==> src/rtl/cpu_pkg.sv <==
// Shared CPU front-end definitions.
// Provides the HLT opcode, an opcode extraction helper and the packed
// queue-entry layout used between fetch and decode at the default widths.
package cpu_pkg;

  localparam int unsigned CPU_ADDR_W  = 16;
  localparam int unsigned CPU_INSTR_W = 16;
  localparam int unsigned OPCODE_W    = 4;

  localparam logic [3:0] OP_HLT = 4'hF;

  // One prefetch-queue entry: the instruction word and the address of the
  // instruction that follows it.
  typedef struct packed {
    logic [CPU_INSTR_W-1:0] instr;
    logic [CPU_ADDR_W-1:0]  pc_plus;
  } fetch_entry_t;

  // Opcode is the top OPCODE_W bits of an instruction of the given width.
  // The instruction is passed right-aligned (zero-extended) in 64 bits so a
  // single helper serves any instruction width up to 64.
  function automatic logic [3:0] opcode_of(input logic [63:0] instr,
                                           input int unsigned width);
    return 4'((instr >> (width - 32'd4)) & 64'hF);
  endfunction

  // True when the opcode halts instruction fetch.
  function automatic logic is_hlt_op(input logic [3:0] op);
    return (op == OP_HLT);
  endfunction

endpackage

==> src/rtl/fetch_fifo.sv <==
// Generic DEPTH x W synchronous FIFO used as the prefetch queue.
// Ports:
//   clk, rst          clock, asynchronous active-high reset
//   i_push / i_data   write i_data at the tail (ignored when full without pop)
//   i_pop             remove the head entry (ignored when empty)
//   i_flush           empty the FIFO and reset both pointers (wins over push/pop)
//   o_data            head entry (meaningless when o_empty=1)
//   o_count           number of valid entries, 0..DEPTH
//   o_full / o_empty  status flags derived from o_count
module fetch_fifo #(
  parameter int unsigned DEPTH = 4,
  parameter int unsigned W     = 32
) (
  input  logic                       clk,
  input  logic                       rst,
  input  logic                       i_push,
  input  logic                       i_pop,
  input  logic                       i_flush,
  input  logic [W-1:0]               i_data,
  output logic [W-1:0]               o_data,
  output logic [$clog2(DEPTH+1)-1:0] o_count,
  output logic                       o_full,
  output logic                       o_empty
);

  localparam int unsigned PTR_W = $clog2(DEPTH);
  localparam int unsigned CNT_W = $clog2(DEPTH+1);

  logic [W-1:0]     r_mem [DEPTH];
  logic [PTR_W-1:0] r_head;
  logic [PTR_W-1:0] r_tail;
  logic [CNT_W-1:0] r_count;

  logic w_push;
  logic w_pop;
  logic w_full;
  logic w_empty;

  // Qualify push/pop against the current fill level; a pop frees the slot
  // a simultaneous push needs.
  always_comb begin
    w_full  = (r_count == CNT_W'(DEPTH));
    w_empty = (r_count == CNT_W'(0));
    w_pop   = i_pop && !w_empty;
    w_push  = i_push && (!w_full || w_pop);
  end

  // Entry storage; contents are only observed while the entry is valid.
  always_ff @(posedge clk) begin
    if (w_push && !i_flush) begin
      r_mem[r_tail] <= i_data;
    end
  end

  // Pointers and occupancy; pointers wrap naturally since DEPTH is 2^PTR_W.
  always_ff @(posedge clk or posedge rst) begin
    if (rst) begin
      r_head  <= '0;
      r_tail  <= '0;
      r_count <= '0;
    end else if (i_flush) begin
      r_head  <= '0;
      r_tail  <= '0;
      r_count <= '0;
    end else begin
      if (w_push) begin
        r_tail <= r_tail + PTR_W'(1);
      end
      if (w_pop) begin
        r_head <= r_head + PTR_W'(1);
      end
      case ({w_push, w_pop})
        2'b10:   r_count <= r_count + CNT_W'(1);
        2'b01:   r_count <= r_count - CNT_W'(1);
        default: r_count <= r_count;
      endcase
    end
  end

  assign o_data  = r_mem[r_head];
  assign o_count = r_count;
  assign o_full  = w_full;
  assign o_empty = w_empty;

endmodule

==> src/rtl/fetch_queue.sv <==
// Instruction-fetch front end: PC generator, single-outstanding fetch to a
// 1-cycle-latency instruction memory, and a DEPTH-entry prefetch queue that
// hands {instr, pc_plus} to decode with a valid/ready handshake.
// Ports:
//   clk, rst                     clock, asynchronous active-high reset
//   imem_req, imem_addr          fetch request and its address
//   imem_rdata                   data for the request of the previous cycle
//   redirect_valid, redirect_pc  taken branch: flush queue, refetch from pc
//   out_valid, out_ready         decode handshake on the queue head
//   out_instr, out_pc_plus       head instruction and its address + PC_STEP
//   hlt                          sticky: an HLT was fetched, fetching stopped
//   pc_out                       current fetch PC
//   occupancy                    valid entries in the queue
module fetch_queue
  import cpu_pkg::*;
#(
  parameter int unsigned       ADDR_W   = 16,
  parameter int unsigned       INSTR_W  = 16,
  parameter int unsigned       DEPTH    = 4,
  parameter int unsigned       PC_STEP  = 2,
  parameter logic [ADDR_W-1:0] RESET_PC = '0
) (
  input  logic                       clk,
  input  logic                       rst,
  output logic                       imem_req,
  output logic [ADDR_W-1:0]          imem_addr,
  input  logic [INSTR_W-1:0]         imem_rdata,
  input  logic                       redirect_valid,
  input  logic [ADDR_W-1:0]          redirect_pc,
  output logic                       out_valid,
  input  logic                       out_ready,
  output logic [INSTR_W-1:0]         out_instr,
  output logic [ADDR_W-1:0]          out_pc_plus,
  output logic                       hlt,
  output logic [ADDR_W-1:0]          pc_out,
  output logic [$clog2(DEPTH+1)-1:0] occupancy
);

  localparam int unsigned CNT_W = $clog2(DEPTH+1);
  localparam int unsigned ENT_W = INSTR_W + ADDR_W;

  logic [ADDR_W-1:0] r_fetch_pc;
  logic [ADDR_W-1:0] r_inflight_pc;
  logic              r_inflight;
  logic              r_halted;

  logic              w_out_valid;
  logic              w_pop;
  logic              w_credit;
  logic              w_issue;
  logic              w_rsp_push;
  logic              w_rsp_hlt;
  logic              w_fifo_full;
  logic              w_fifo_empty;
  logic [CNT_W-1:0]  w_count;
  logic [CNT_W:0]    w_used;
  logic [ADDR_W-1:0] w_req_addr;
  logic [ADDR_W-1:0] w_fetch_pc_nxt;
  logic [ADDR_W-1:0] w_rsp_pc_plus;
  logic [ENT_W-1:0]  w_rsp_entry;
  logic [ENT_W-1:0]  w_head;

  // Issue, response-acceptance and next-PC decisions for this cycle.
  always_comb begin
    w_out_valid = !w_fifo_empty;
    // Decode flushes on a redirect, so its handshake that cycle is void.
    w_pop       = w_out_valid && out_ready && !redirect_valid;
    // Slots already spoken for: queued entries plus the response in flight.
    w_used      = {1'b0, w_count} + {{CNT_W{1'b0}}, r_inflight};
    w_credit    = !w_fifo_full && (w_used < (CNT_W+1)'(DEPTH));
    // A redirect always refetches, even out of the halted state.
    w_issue     = redirect_valid || (!r_halted && (w_credit || w_pop));

    // Responses arriving while halted (the fetch issued alongside the HLT)
    // or during a redirect belong to a dead path.
    w_rsp_push    = r_inflight && !r_halted && !redirect_valid;
    w_rsp_pc_plus = r_inflight_pc + ADDR_W'(PC_STEP);
    w_rsp_entry   = {imem_rdata, w_rsp_pc_plus};
    w_rsp_hlt     = w_rsp_push && is_hlt_op(opcode_of(64'(imem_rdata), INSTR_W));

    if (redirect_valid) begin
      w_req_addr = redirect_pc;
    end else begin
      w_req_addr = r_fetch_pc;
    end
    w_fetch_pc_nxt = w_req_addr + ADDR_W'(PC_STEP);
  end

  // PC generator and tracking of the single outstanding memory read.
  always_ff @(posedge clk or posedge rst) begin
    if (rst) begin
      r_fetch_pc    <= RESET_PC;
      r_inflight_pc <= RESET_PC;
      r_inflight    <= 1'b0;
    end else begin
      if (w_issue) begin
        r_fetch_pc    <= w_fetch_pc_nxt;
        r_inflight_pc <= w_req_addr;
      end
      r_inflight <= w_issue;
    end
  end

  // Sticky halt: set when an HLT enters the queue, cleared only by redirect.
  always_ff @(posedge clk or posedge rst) begin
    if (rst) begin
      r_halted <= 1'b0;
    end else if (redirect_valid) begin
      r_halted <= 1'b0;
    end else if (w_rsp_hlt) begin
      r_halted <= 1'b1;
    end else begin
      r_halted <= r_halted;
    end
  end

  fetch_fifo #(
    .DEPTH (DEPTH),
    .W     (ENT_W)
  ) u_fifo (
    .clk     (clk),
    .rst     (rst),
    .i_push  (w_rsp_push),
    .i_pop   (w_pop),
    .i_flush (redirect_valid),
    .i_data  (w_rsp_entry),
    .o_data  (w_head),
    .o_count (w_count),
    .o_full  (w_fifo_full),
    .o_empty (w_fifo_empty)
  );

  assign imem_req    = w_issue;
  assign imem_addr   = w_req_addr;
  assign out_valid   = w_out_valid;
  assign out_instr   = w_head[ENT_W-1 -: INSTR_W];
  assign out_pc_plus = w_head[ADDR_W-1:0];
  assign hlt         = r_halted;
  assign pc_out      = r_fetch_pc;
  assign occupancy   = w_count;

endmodule

==> config.mk <==
export PLATFORM = sky130hd
export DESIGN_NAME = fetch_queue
export DESIGN_NICKNAME = d
export VERILOG_FILES = /design/src/rtl/cpu_pkg.sv /design/src/rtl/fetch_fifo.sv /design/src/rtl/fetch_queue.sv
export SDC_FILE = /design/constraint.sdc
export NUM_CORES = 1
export LEC_CHECK = 0
export BUFFER_PORTS_ARGS = -buffer_cell sky130_fd_sc_hd__buf_2
export CAP_MARGIN = 20
export CELL_PAD_IN_SITES_DETAIL_PLACEMENT = 0
export CELL_PAD_IN_SITES_GLOBAL_PLACEMENT = 1
export CORE_UTILIZATION = 48
export CTS_CLUSTER_DIAMETER = 200
export DETAILED_ROUTE_END_ITERATION = 6
export PLACE_DENSITY = 0.77
export SLEW_MARGIN = 20
export SYNTH_ARGS = -nofsm -noshare
export SYNTH_HDL_FRONTEND = slang
export SYNTH_SLANG_ARGS = --single-unit
==> constraint.sdc <==
create_clock -name clk -period 2.9 [get_ports clk]
set_input_delay 0.145 -clock clk [delete_from_list [all_inputs] [get_ports clk]]
set_output_delay 0.145 -clock clk [all_outputs]
set_load 0.01 [all_outputs]
# == Word-level counts from Yosys, hierarchy flattened ==
# Memories as Yosys holds them, arrays and structs flattened.
# Index checks and enable logic that the tools add are counted.
# totals
regBits,41
mem_bits_rw,128
input_bits,36
out_inout_bits,70
wordCells,53
mem_count,1
# memory_table
memory,words,width,rd,rd_clocked_by_memory_dff,write_ports,line_no,rtl
u_fifo.r_mem,4,32,1,0,1,fetch_fifo.sv:29,logic [W-1:0] r_mem [DEPTH];
# classes
addsub,7
n_lt_le_gt_ge,1
n_eq_ne,4
n_mux,11
n_reduce_logical,22
# op_table
operator,count
$add A16 B2 Y16 const B,2
$mux W16,1
$logic_and A1 B1 Y1,10
$mux W2,4
$pmux W3 S2,1
$reduce_bool A2 Y1,3
$add A2 B1 Y2 const B,2
$add A3 B1 Y4,1
$eq A4 B4 Y1 const B,1
$logic_not A1 Y1,4
$lt A4 B3 Y1 const B,1
$mux W1,4
$add A3 B1 Y3 const B,1
$eq A3 B3 Y1 const B,1
$logic_not A3 Y1,1
$logic_or A1 B1 Y1,3
$mux W3,1
$reduce_bool A3 Y1,1
$sub A3 B1 Y3 const B,1
$eq A2 B1 Y1 const B,1
$eq A2 B2 Y1 const B,1

# == Logic depth before layout (Yosys ltp) ==
# Gate-level depths: netlist (run 1).
# logic_depth
ltp_word,10
ltp_mapped,8

# == By module ==
# From an unflattened synthesis (run 1), not the netlist that was laid out.
# hier_totals
cells_unflattened,456
hier_area_um2,7257.0
# modules_own_cells
mod,instances,cells_per_inst,area_each_um2,seq_area_each_um2
fetch_fifo,1,233,5188.7,4018.9
fetch_queue,1,223,2068.2,825.8

# == Least setup slack after synthesis (run 1) ==
# Ideal clock, no wire load.
# synth_timing
path_type,flip-flop to flip-flop
start,reg u_fifo.r_count[1] (netlist: u_fifo.o_count[1])
end,reg u_fifo.r_count[2] (netlist: u_fifo.o_count[2])
arrival_time_ns,2.075
required_ns,2.814
path_slack_ns,0.739
path_stages_with_launch,8
n_path_buf,0
synth_period_minus_slack_ns,2.161
path_cell_list,dfrtp_1 o31a_1 nand2b_1 nor2_1 fa_1 or3_1 and3b_1 nor3_1
# synth_via
elab_chain_cells,10
word_cells_on_any_way,16
# synth_lines
item,line_no,rtl
"start, declared",fetch_fifo.sv:32,logic [CNT_W-1:0] r_count;
"start signal, assigned",fetch_fifo.sv:73,2'b10: r_count <= r_count + CNT_W'(1);
"start signal, assigned",fetch_fifo.sv:74,2'b01: r_count <= r_count - CNT_W'(1);
"start signal, assigned",fetch_fifo.sv:75,default: r_count <= r_count;
$logic_not A3 Y1,fetch_fifo.sv:43,w_empty = (r_count == CNT_W'(0));
$logic_not A1 Y1,"fetch_fifo.sv:44, fetch_queue.sv:65",
$logic_and A1 B1 Y1 (2 in a row),fetch_queue.sv:67,w_pop = w_out_valid && out_ready && !redirect_valid;
$logic_and A1 B1 Y1,fetch_fifo.sv:44,w_pop = i_pop && !w_empty;
$logic_or A1 B1 Y1,fetch_fifo.sv:45,w_push = i_push && (!w_full || w_pop);
$logic_and A1 B1 Y1,fetch_fifo.sv:45,
$eq A2 B1 Y1 / $eq A2 B2 Y1 (equally long branches),fetch_fifo.sv:72,"case ({w_push, w_pop})"
$pmux W3 S2,fetch_fifo.sv:72,
$mux W3,fetch_fifo.sv:61,end else if (i_flush) begin
# Parallel ways exist; a longest one is shown, timed or not.
# A chain may end at the register's enable or synchronous reset.

# == Final worst setup path (run 1) ==
# Same ends and word-level chain as after synthesis.

==> impl_metrics.yaml, run 1 <==
outcome:
  status: "finished clean"
routing:
  drc: 0
  first_pass_iters: 4
  drt-initial-drc-count: 206
  routedWlPerCell_um: 17.5
  avgViaCountPerCell: 5.39
  routed_wl_mm: 13.4
  final_antenna_net_count: 0
  num_vias: 4125
cells_and_area:
  antenna_cells: 0
  final_cell_mix: "edfxtp_1 (128), buf_2 (105), nor2_1 (40)"
  layout.cells.most_common: "edfxtp_1"
  fill_cells: 1120
  fin_util: 0.600
  areaGrowthSynthToFinish_pct: 21.8
  multi_input_area_mm2: 0.00217
  regArea_mm2: 0.00485
  nNetsFinal: 612
  fin_cells: 766
  layout-drive-gt1-share: 0.359
worst_setup_path:
  path_class: "reg -> reg"
  cpPeakStageDelay_ps: 460
  cp-start-kind: "flop"
  cp.required_ps: 3230
  end_kind: "flop"
  critPathSlowestCell: "dfrtp_1"
  path_cells: "o31a_1, nand2b_1, nor2_1, fa_1, or3_1, and3b_1, nor3_1"
  path_max_fanout: 8
  critical_path_arrival_ps: 2620
  ff2ff_setup_slack_ps: 610
floorplan:
  die_x_um: 124
  core-area_mm2: 0.0145
  num_io_pins: 106
  fp-row-count: 44
  die_h_um: 124
  start_util: 0.493
  die_area_mm2: 0.0154
pwr:
  seqPwrFrac: 0.466
  p_leak_nw: 3.34
  ir_drop_mv: 0.407
  p_comb_frac: 0.160
  clkPwrFrac: 0.373
  powerDensity_mw_per_mm2: 763
  p_int_mw: 5.03
  switching_share: 0.245
  switchingPower_mw: 1.63
global_route:
  first_global_vias: 4105
  track_usage: 0.189
  grt_pass1_wl_mm: 21.3
  grt_overflow: 0
  grt_max_degree: 41
  antenna_found_initial: 0
timing:
  tightest_slew_ps: 520
  report.final.slew_viol_count: 0
  setup_ws_ps: 613
  hold_violations: 0
  fin_crit_ps: 2290
  rsz0062_at_grt: "false"
  max_slew_margin: 0.653
  finalSetupViolCount: 0
  tns_ps: 0
  finalClockSkew_ps: 9.77
  clock.fmax_mhz: 437
  fin_crit_sh: 0.789
clocking:
  cts.path.max_buffers: 2
  cts.sinks: 168
  root_buffer: "clkbuf_16"
  path_clk_slew_ps: 60
  clk_latency_ps: 420
  cts_setup_buffers: 0
  htree_levels: 4
  cts_buffers: 17
  cts_tree: "yes"
logic_synthesis:
  syn_area_mm2: 0.00716
  syn_inst: 436
  synth_cell_type_count: 52
  synthTopCellsByArea: "edfxtp_1 (54%), dfrtp_1 (14%), mux4_2 (10%), nor2_1 (2.1%), mux2_2 (1.9%)"
  synth.largest_area_cell: "edfxtp_1"
  ys_seq_area_frac: 0.676
  synth_top_area_share: 0.537
  yosysWarnings: 0
  avgSynthCellArea_um2: 16.4
  synth_fp_nets: 479
  ys_ff_latch: 168
place:
  place_inst: 716
  portBuffers: 105
  place_hpwl_mm: 8.52
  preCtsSetupSlack_ps: 620
  gp_congestion: 0.794
run:
  maxCapViolCount: 0
hold_path:
  hold_path.class: "in -> reg"
## through the flow
stage	cell area, µm²	total power, mW	hold slack (ps)
floorplan	7160	3.80	244
global placement	7890	4.18	303
detailed placement	7890	4.22	305
CTS	8730	6.73	87.9
global route	8730	6.93	108
finish	8730	6.65	107
## cell type report
class                      instances  area share
inverter                          12     0.00516
tap                              184      0.0264
multi-input combinational        237       0.248
sequential                       168       0.555
clock buffer                      18      0.0492
timing repair buffer             133      0.0895
clock inverter                    14      0.0262
## repair_timing
| item | 4_1_cts | 5_1_grt |
|---|---|---|
| hold buffers | 18 | 0 |
| endpoints found under the setup margin | 0 | 0 |
| resized for setup | 0 | 0 |
| hold endpoints to repair | 105 | 0 |
## registers in the layout, indices dropped and copies added (netlist names)
register / flops
u_fifo.r_mem: 128
pc_out: 16
r_inflight_pc: 15
u_fifo.o_count: 3
u_fifo.r_head: 2
u_fifo.r_tail: 2
hlt: 1
r_inflight: 1
## worst paths after layout
| check | startpoint | end | depth (start not counted) |
|---|---|---|---|
| setup / recovery | u_fifo.o_count[1] | u_fifo.o_count[2] | 7 |
| max in group asynchronous | rst | u_fifo.r_head[0] | 4 |
| hold reg to reg | pc_out[15] | pc_out[15] | 2 |
| setup reg to reg | u_fifo.o_count[1] | u_fifo.o_count[2] | 7 |
| hold / removal | redirect_pc[7] | r_inflight_pc[7] | 3 |
| min in group asynchronous | rst | u_fifo.o_count[1] | 4 |
## worst max-delay path: cells and delay by family (launching register included)
family / cells / cell delay [ps]
simple gates: 5 / 1000
flops: 1 / 460
compound gates: 1 / 370
fa+ha+maj: 1 / 380
## power by group through the flow
stage	combinational [mW]	clock [mW]	sequential, mW
after global routing	1.18	2.61	3.14
after CTS	1.09	2.53	3.11
after global placement	1.05	0	3.13
after detailed placement	1.07	0	3.15
after floorplan	0.668	0	3.14
final	1.07	2.48	3.10
## cells in the mapped netlist, drive strengths merged
| cell | instances |
|---|---|
| edfxtp | 128 |
| dfrtp | 40 |
| nor2 | 40 |
| mux4 | 32 |
| nand2 | 25 |
| a21oi | 16 |
| xnor2 | 13 |
| buf | 12 |
| inv | 12 |
| mux2 | 12 |
| nand3 | 11 |
| and3 | 10 |
| o31ai | 10 |
| clkbuf | 7 |
| a31oi | 6 |
| and4 | 6 |
| ha | 6 |
| mux2i | 6 |
| nand4 | 6 |
| xor2 | 6 |
| nand3b | 4 |
| a21o | 3 |
| nand2b | 2 |
| nand4b | 2 |
| nor2b | 2 |
| nor3 | 2 |
| o31a | 2 |
| or3 | 2 |
| a211oi | 1 |
| a21bo | 1 |
| a21boi | 1 |
| a221oi | 1 |
| a22o | 1 |
| a22oi | 1 |
| and2 | 1 |
| and3b | 1 |
| and4b | 1 |
| fa | 1 |
| nor3b | 1 |
| o21ai | 1 |
| or4b | 1 |
## per-layer routing
| metal | vias to the layer above | global-route usage | part of all wire |
|---|---|---|---|
| met4 | 0 | 0.0737 | 0.017 |
| met5 | - | 0 | 0 |
| met2 | 110 | 0.295 | 0.47 |
| met1 | 2050 | 0.259 | 0.46 |
| met3 | 16 | 0.0408 | 0.047 |
| li1 | 1949 | - | - |
## logic make-up (layout without fill, tap and decap cells)
| family | Yosys count | count (layout) | share of synthesized area |
|---|---|---|---|
| flip-flops | 168 | 168 | 0.676 |
| XOR/XNOR | 19 | 19 | 0.0232 |
| adder cells (fa/ha/maj) | 7 | 7 | 0.0133 |
| AND/OR/NAND/NOR | 117 | 117 | 0.0889 |
| multiplexers | 50 | 50 | 0.128 |
| buffers and inverters | 31 | 177 | 0.0213 |
| AO/OA/AOI/OAI | 44 | 44 | 0.0486 |
Note: power is estimated with default switching activity, not from simulation.
==> inputs of run 2 (changes only) <==
CORE_UTILIZATION = 43   (was 48)
PLACE_DENSITY = 0.73   (was 0.77)
clock period = 2 ns   (was 2.9 ns; I/O delays follow)
==> run 2 against run 1 <==
Worst setup slack got worse by 600 ps. Via count up 2.0%. Critical path depth unchanged. Die area is 11% higher. Design area rose by 1.6%. Clock skew is 1.3 ps lower. Final cell count is 5.6% higher.
==> impl_metrics.yaml, run 2 (same netlist as run 1, synthesis figures left out) <==
outcome:
  status: "finished clean"
global_route:
  antenna_found_initial: 0
  grt_pass1_wl_mm: 21.8
  grt_overflow: 0
  first_global_vias: 4172
  grt_max_degree: 41
  track_usage: 0.173
worst_setup_path:
  critPathSlowestCell: "dfrtp_2"
  r2r_start: "u_fifo.o_count[0]"
  path_cells: "o31a_1, nand2b_1, nor2_1, fa_2, or3_1, and3b_1, nor3_2"
  end_kind: "flop"
  cp_num_buf_inv: 0
  cp-start-kind: "flop"
  critPathTopFamily: "simple AND/OR/NAND/NOR gates"
  cp.required_ps: 2340
  path_max_fanout: 2
  path_class: "reg -> reg"
  cpPeakStageDelay_ps: 400
  critical_path_arrival_ps: 2330
  cp-startpoint: "u_fifo.o_count[0]"
clocking:
  cts_tree: "yes"
  cts.sinks: 168
  htree_levels: 4
  cts.path.max_buffers: 2
  clk_latency_ps: 420
  path_clk_slew_ps: 70
  cts_buffers: 17
  root_buffer: "clkbuf_16"
pwr:
  p_leak_nw: 3.37
  power_mw: 9.20
  ir_drop_mv: 0.643
  powerDensity_mw_per_mm2: 1040
floorplan:
  num_io_pins: 106
  fp-row-count: 46
  die_area_mm2: 0.0172
  die_x_um: 131
  die_h_um: 131
  start_util: 0.446
  core-area_mm2: 0.0161
timing:
  max_slew_margin: 0.642
  rsz0062_at_grt: "true"
  finalClockSkew_ps: 8.48
  tightest_slew_ps: 538
  hold_violations: 0
  fin_crit_sh: 0.995
  report.final.slew_viol_count: 0
  finalSetupViolCount: 0
  clock.fmax_mhz: 502
  fin_crit_ps: 1990
cells_and_area:
  fin_util: 0.552
  nNetsFinal: 624
  fill_cells: 1278
  final_cell_mix: "edfxtp_1 (128), buf_2 (105), nor2_1 (40)"
  top_register: "u_fifo.r_mem"
  design_area_mm2: 0.00886
  areaGrowthSynthToFinish_pct: 23.7
  layout-drive-gt1-share: 0.379
  largest_register_ffs: 128
  antenna_cells: 0
  layout.cells.most_common: "edfxtp_1"
routing:
  final_antenna_net_count: 0
  avgViaCountPerCell: 5.20
  drc: 0
  num_vias: 4206
  first_pass_iters: 4
  routedWlPerCell_um: 16.9
  routed_wl_mm: 13.7
  drt-initial-drc-count: 277
hold_path:
  hold_start: "redirect_pc[10]"
  hold_path.class: "in -> reg"
place:
  gp_congestion: 0.805
  portBuffers: 105
  place_hpwl_mm: 8.61
  place_area_mm2: 0.00808
run:
  maxCapViolCount: 0
[run 2: changes by cell type in the layout (fill, tap and decap cells not counted), sizes merged]
cell,delta
clkinvlp,+1
buf,+11
bufinv,-5
inv,+4
[run 2: final cells by class]
cell class,instances,area [µm²],share of cell area
repair buffers,145,963,0.109
multi-input cells,237,2180,0.246
flip-flops and latches,168,4850,0.547
inverters,12,47.5,0.00536
clock buffers,17,425,0.0480
well taps,216,270,0.0305
clock inverters,14,126,0.0143
[run 2: metal layers]
| metal | routed length (µm) | share of wire | global-route usage | up-vias |
|---|---|---|---|---|
| li1 | - | - | - | 1977 |
| met1 | 6320 | 0.46 | 0.229 | 2091 |
| met2 | 6520 | 0.48 | 0.278 | 131 |
| met3 | 761 | 0.056 | 0.0438 | 7 |
| met4 | 87 | 0.0064 | 0.0615 | 0 |
| met5 | 0 | 0 | 0 | - |
[run 2: stage by stage]
step	cells	setup slack, ps	hold WS (ps)	TNS [ps]
final	809	9.72	58.9	0
after global routing	809	-54.7	73.5	-54.7
after CTS	807	4.59	41.7	0
after detailed placement	758	15.3	267	0
after global placement	758	94.4	265	0
after floorplan	436	-59.2	199	-59.2
[run 2: worst paths after layout]
check                               endpoint  slack [ps]  cells past startpoint
setup / recovery           u_fifo.o_count[2]          10                      7
hold / removal             r_inflight_pc[10]          60                      3
setup reg to reg           u_fifo.o_count[2]          10                      7
hold reg to reg                   pc_out[15]         530                      2
max in group asynchronous   u_fifo.r_head[0]        1240                      4
min in group asynchronous  u_fifo.o_count[1]         360                      4
[run 2: power by group]
group | internal, mW | total (mW) | switching [mW]
clock | 1.72 | 3.06 | 1.34
combinational | 0.750 | 1.65 | 0.901
sequential | 4.28 | 4.49 | 0.214
[run 2: worst register-to-register path, stage by stage, from the launching register on]
cell and delay (ps):
dfrtp_2 400, o31a_1 320, nand2b_1 110, nor2_1 70, fa_2 340, or3_1 370, and3b_1 200, nor3_2 110
[run 2: what timing repair did]
item                       4_1_cts  5_1_grt
setup endpoints to repair        2       24
hold endpoints to repair       105        0
setup buffers                    0        1
resized for setup                2        2
cloned                           0        1
hold buffers                    18        0
==> inputs of run 3 (changes only) <==
ABC_AREA = 1   (was default)
CORE_UTILIZATION = 41   (was 43)
==> run 3 against run 2 <==
Final cell count is 27% higher. First-iteration DRC count is 18% higher. Synthesized cell count up 53%. Flip-flop and latch count did not move. Global-route usage rose by 0.80 points. Register-to-register slack improved by 170 ps. Clock power rose by 6%. Critical path depth decreased by 3. Non-clock buffer count decreased by 6. Sequential power increased by 13%. Critical endpoint is now out_instr[14].
==> impl_metrics.yaml, run 3 <==
worst_setup_path:
  end_kind: "output pin"
  path_class: "reg -> out"
  path_cells: "buf_8, o21ai_0, o22ai_1, buf_2"
  cp.depth: 4
  rr_worst_depth: 11
  critical_path_arrival_ps: 1780
  critPathSlowestCell: "dfrtp_2"
  cp-start-kind: "flop"
  path_max_fanout: 65
  critPathTopFamily: "buffers and inverters"
  cpPeakStageDelay_ps: 410
  cp.required_ps: 1900
  cp_num_buf_inv: 2
timing:
  clock.fmax_mhz: 531
  max_slew_margin: 0.655
  finalClockSkew_ps: 11.3
  report.final.slew_viol_count: 0
  tightest_slew_ps: 518
  fin_crit_ps: 1880
  fin_crit_sh: 0.942
  finalSetupViolCount: 0
  rsz0062_at_grt: "false"
  setup_ws_ps: 116
  hold_violations: 0
routing:
  wl_met2_mm: 7.55
  avgViaCountPerCell: 5.00
  routedWlPerCell_um: 15.4
  num_vias: 5150
  first_pass_iters: 5
  final_antenna_net_count: 0
  highest-signal-layer: "met4"
  met1Wirelength_mm: 7.36
  drc: 0
  routed_wl_mm: 15.8
  wl_met3_um: 775
  drt-initial-drc-count: 328
hold_path:
  min_path_cells: 5
  hold_path.class: "in -> reg"
cells_and_area:
  areaGrowthSynthToFinish_pct: 22.3
  largest_register_ffs: 128
  layout.cells.most_common: "edfxtp_1"
  fin_cells: 1031
  fill_cells: 1550
  layout-drive-gt1-share: 0.247
  nNetsFinal: 836
  top_register: "u_fifo.r_mem"
  final_cell_mix: "edfxtp_1 (128), buf_2 (105), nand2_1 (100)"
  antenna_cells: 0
floorplan:
  fp-row-count: 48
  die_x_um: 136
  die_area_mm2: 0.0185
  num_io_pins: 106
  core-area_mm2: 0.0174
  die_h_um: 136
  start_util: 0.423
clocking:
  cts_buffers: 17
  clk_latency_ps: 420
  cts.sinks: 168
  htree_levels: 4
  path_clk_slew_ps: 60
  cts_tree: "yes"
  root_buffer: "clkbuf_16"
  cts.path.max_buffers: 2
logic_synthesis:
  synthFlopType: "edfxtp_1"
  synth-edff-count: 128
  synth_fp_nets: 710
  synth_cell_type_count: 39
  synthTopCellsByArea: "edfxtp_1 (52%), dfrtp_1 (14%), o21ai_0 (5.2%), nand2_1 (5.1%), nor2_1 (4.8%)"
  ys_seq_area_frac: 0.658
  yosysWarnings: 0
  synth_top_area_share: 0.522
  syn_area_mm2: 0.00736
  synth.most_common_cell: "edfxtp_1"
  ys_ff_latch: 168
  synth.largest_area_cell: "edfxtp_1"
  ys_async_sr_fraction: 0.238
  syn_inst: 667
  avgSynthCellArea_um2: 11.0
  yosys-top-cells-count: "edfxtp_1 (128), nand2_1 (100), nor2_1 (95), o21ai_0 (77), dfrtp_1 (40)"
global_route:
  antenna_found_initial: 0
  grt_pass1_wl_mm: 25.1
  grt_max_degree: 66
  first_global_vias: 4933
  grt_overflow: 0
  track_usage: 0.181
place:
  gp_congestion: 0.804
  preCtsSetupSlack_ps: 135
  place_inst: 980
  place_hpwl_mm: 9.95
  portBuffers: 105
run:
  maxCapViolCount: 0
pwr:
  ir_drop_mv: 0.702
  p_leak_nw: 3.59
  powerDensity_mw_per_mm2: 1320
outcome:
  status: "finished clean"
[run 3: cells by family (layout without fill, tap and decap cells)]
family,Yosys count,in the layout,synth area share
AND/OR/NAND/NOR,269,269,0.163
buffers and inverters,74,213,0.0484
flip-flops,168,168,0.658
adder cells (fa/ha/maj),7,7,0.0129
XOR/XNOR,15,15,0.0178
AO/OA/AOI/OAI,134,134,0.0993
[run 3: path summary, 6_finish.rpt]
path	startpoint	endpoint	slack, ps
min in group asynchronous	rst	hlt	340
min reg2reg	r_inflight_pc[4]	r_inflight_pc[4]	520
min	redirect_pc[2]	r_inflight_pc[2]	60
max in group asynchronous	rst	u_fifo.r_head[0]	1280
max reg2reg	u_fifo.o_count[2]	u_fifo.o_count[2]	180
max	u_fifo.r_head[0]	out_instr[14]	120
[run 3: per-stage QoR]
step           TNS [ps]  hold WS [ps]  utilization  power (mW)  instance area, µm²
6_report              0          63.4        0.517        11.9                9000
5_1_grt               0          72.9        0.517        12.6                9000
4_1_cts               0          53.0        0.515        12.0                8980
3_5_place_dp          0           272        0.470        8.67                8190
3_3_place_gp          0           264        0.470        8.57                8190
2_1_floorplan     -9530           199            -        7.24                7370
[run 3: worst reg2reg max path, delay by kind of cell, from the launching register on]
kind / cells / cell delay, ps
DFF: 1 / 430
and+or+nand+nor: 6 / 460
xor gates and xnor gates: 2 / 280
buffers and inverters: 2 / 180
adders and majority gates: 1 / 370
[run 3: what timing repair did]
item	4_1_cts	5_1_grt
hold buffers	19	0
gates resized for setup	2	10
gates cloned	0	0
setup endpoints to repair	22	23
pin swaps	0	2
setup buffers	0	0
endpoints found under the hold margin	106	0
[run 3: report_power, final]
group / total [mW] / internal [mW] / switching (mW)
Combinational: 3.57 / 1.26 / 2.32
Clock: 3.24 / 1.95 / 1.28
Sequential: 5.07 / 4.73 / 0.345
[run 3: cell type report]
class | count | area [µm²] | share of cell area
Tap cell | 225 | 282 | 0.0313
Sequential cell | 168 | 4850 | 0.538
Inverter | 42 | 174 | 0.0193
Clock buffer | 19 | 433 | 0.0481
Clock inverter | 13 | 154 | 0.0171
Timing Repair Buffer | 139 | 911 | 0.101
Multi-Input combinational cell | 425 | 2200 | 0.245
[run 3: metal layers]
layer / track usage / vias to the layer above
li1: - / 2557
met1: 0.238 / 2448
met2: 0.298 / 132
met3: 0.0403 / 13
met4: 0.0568 / 0
met5: 0 / -
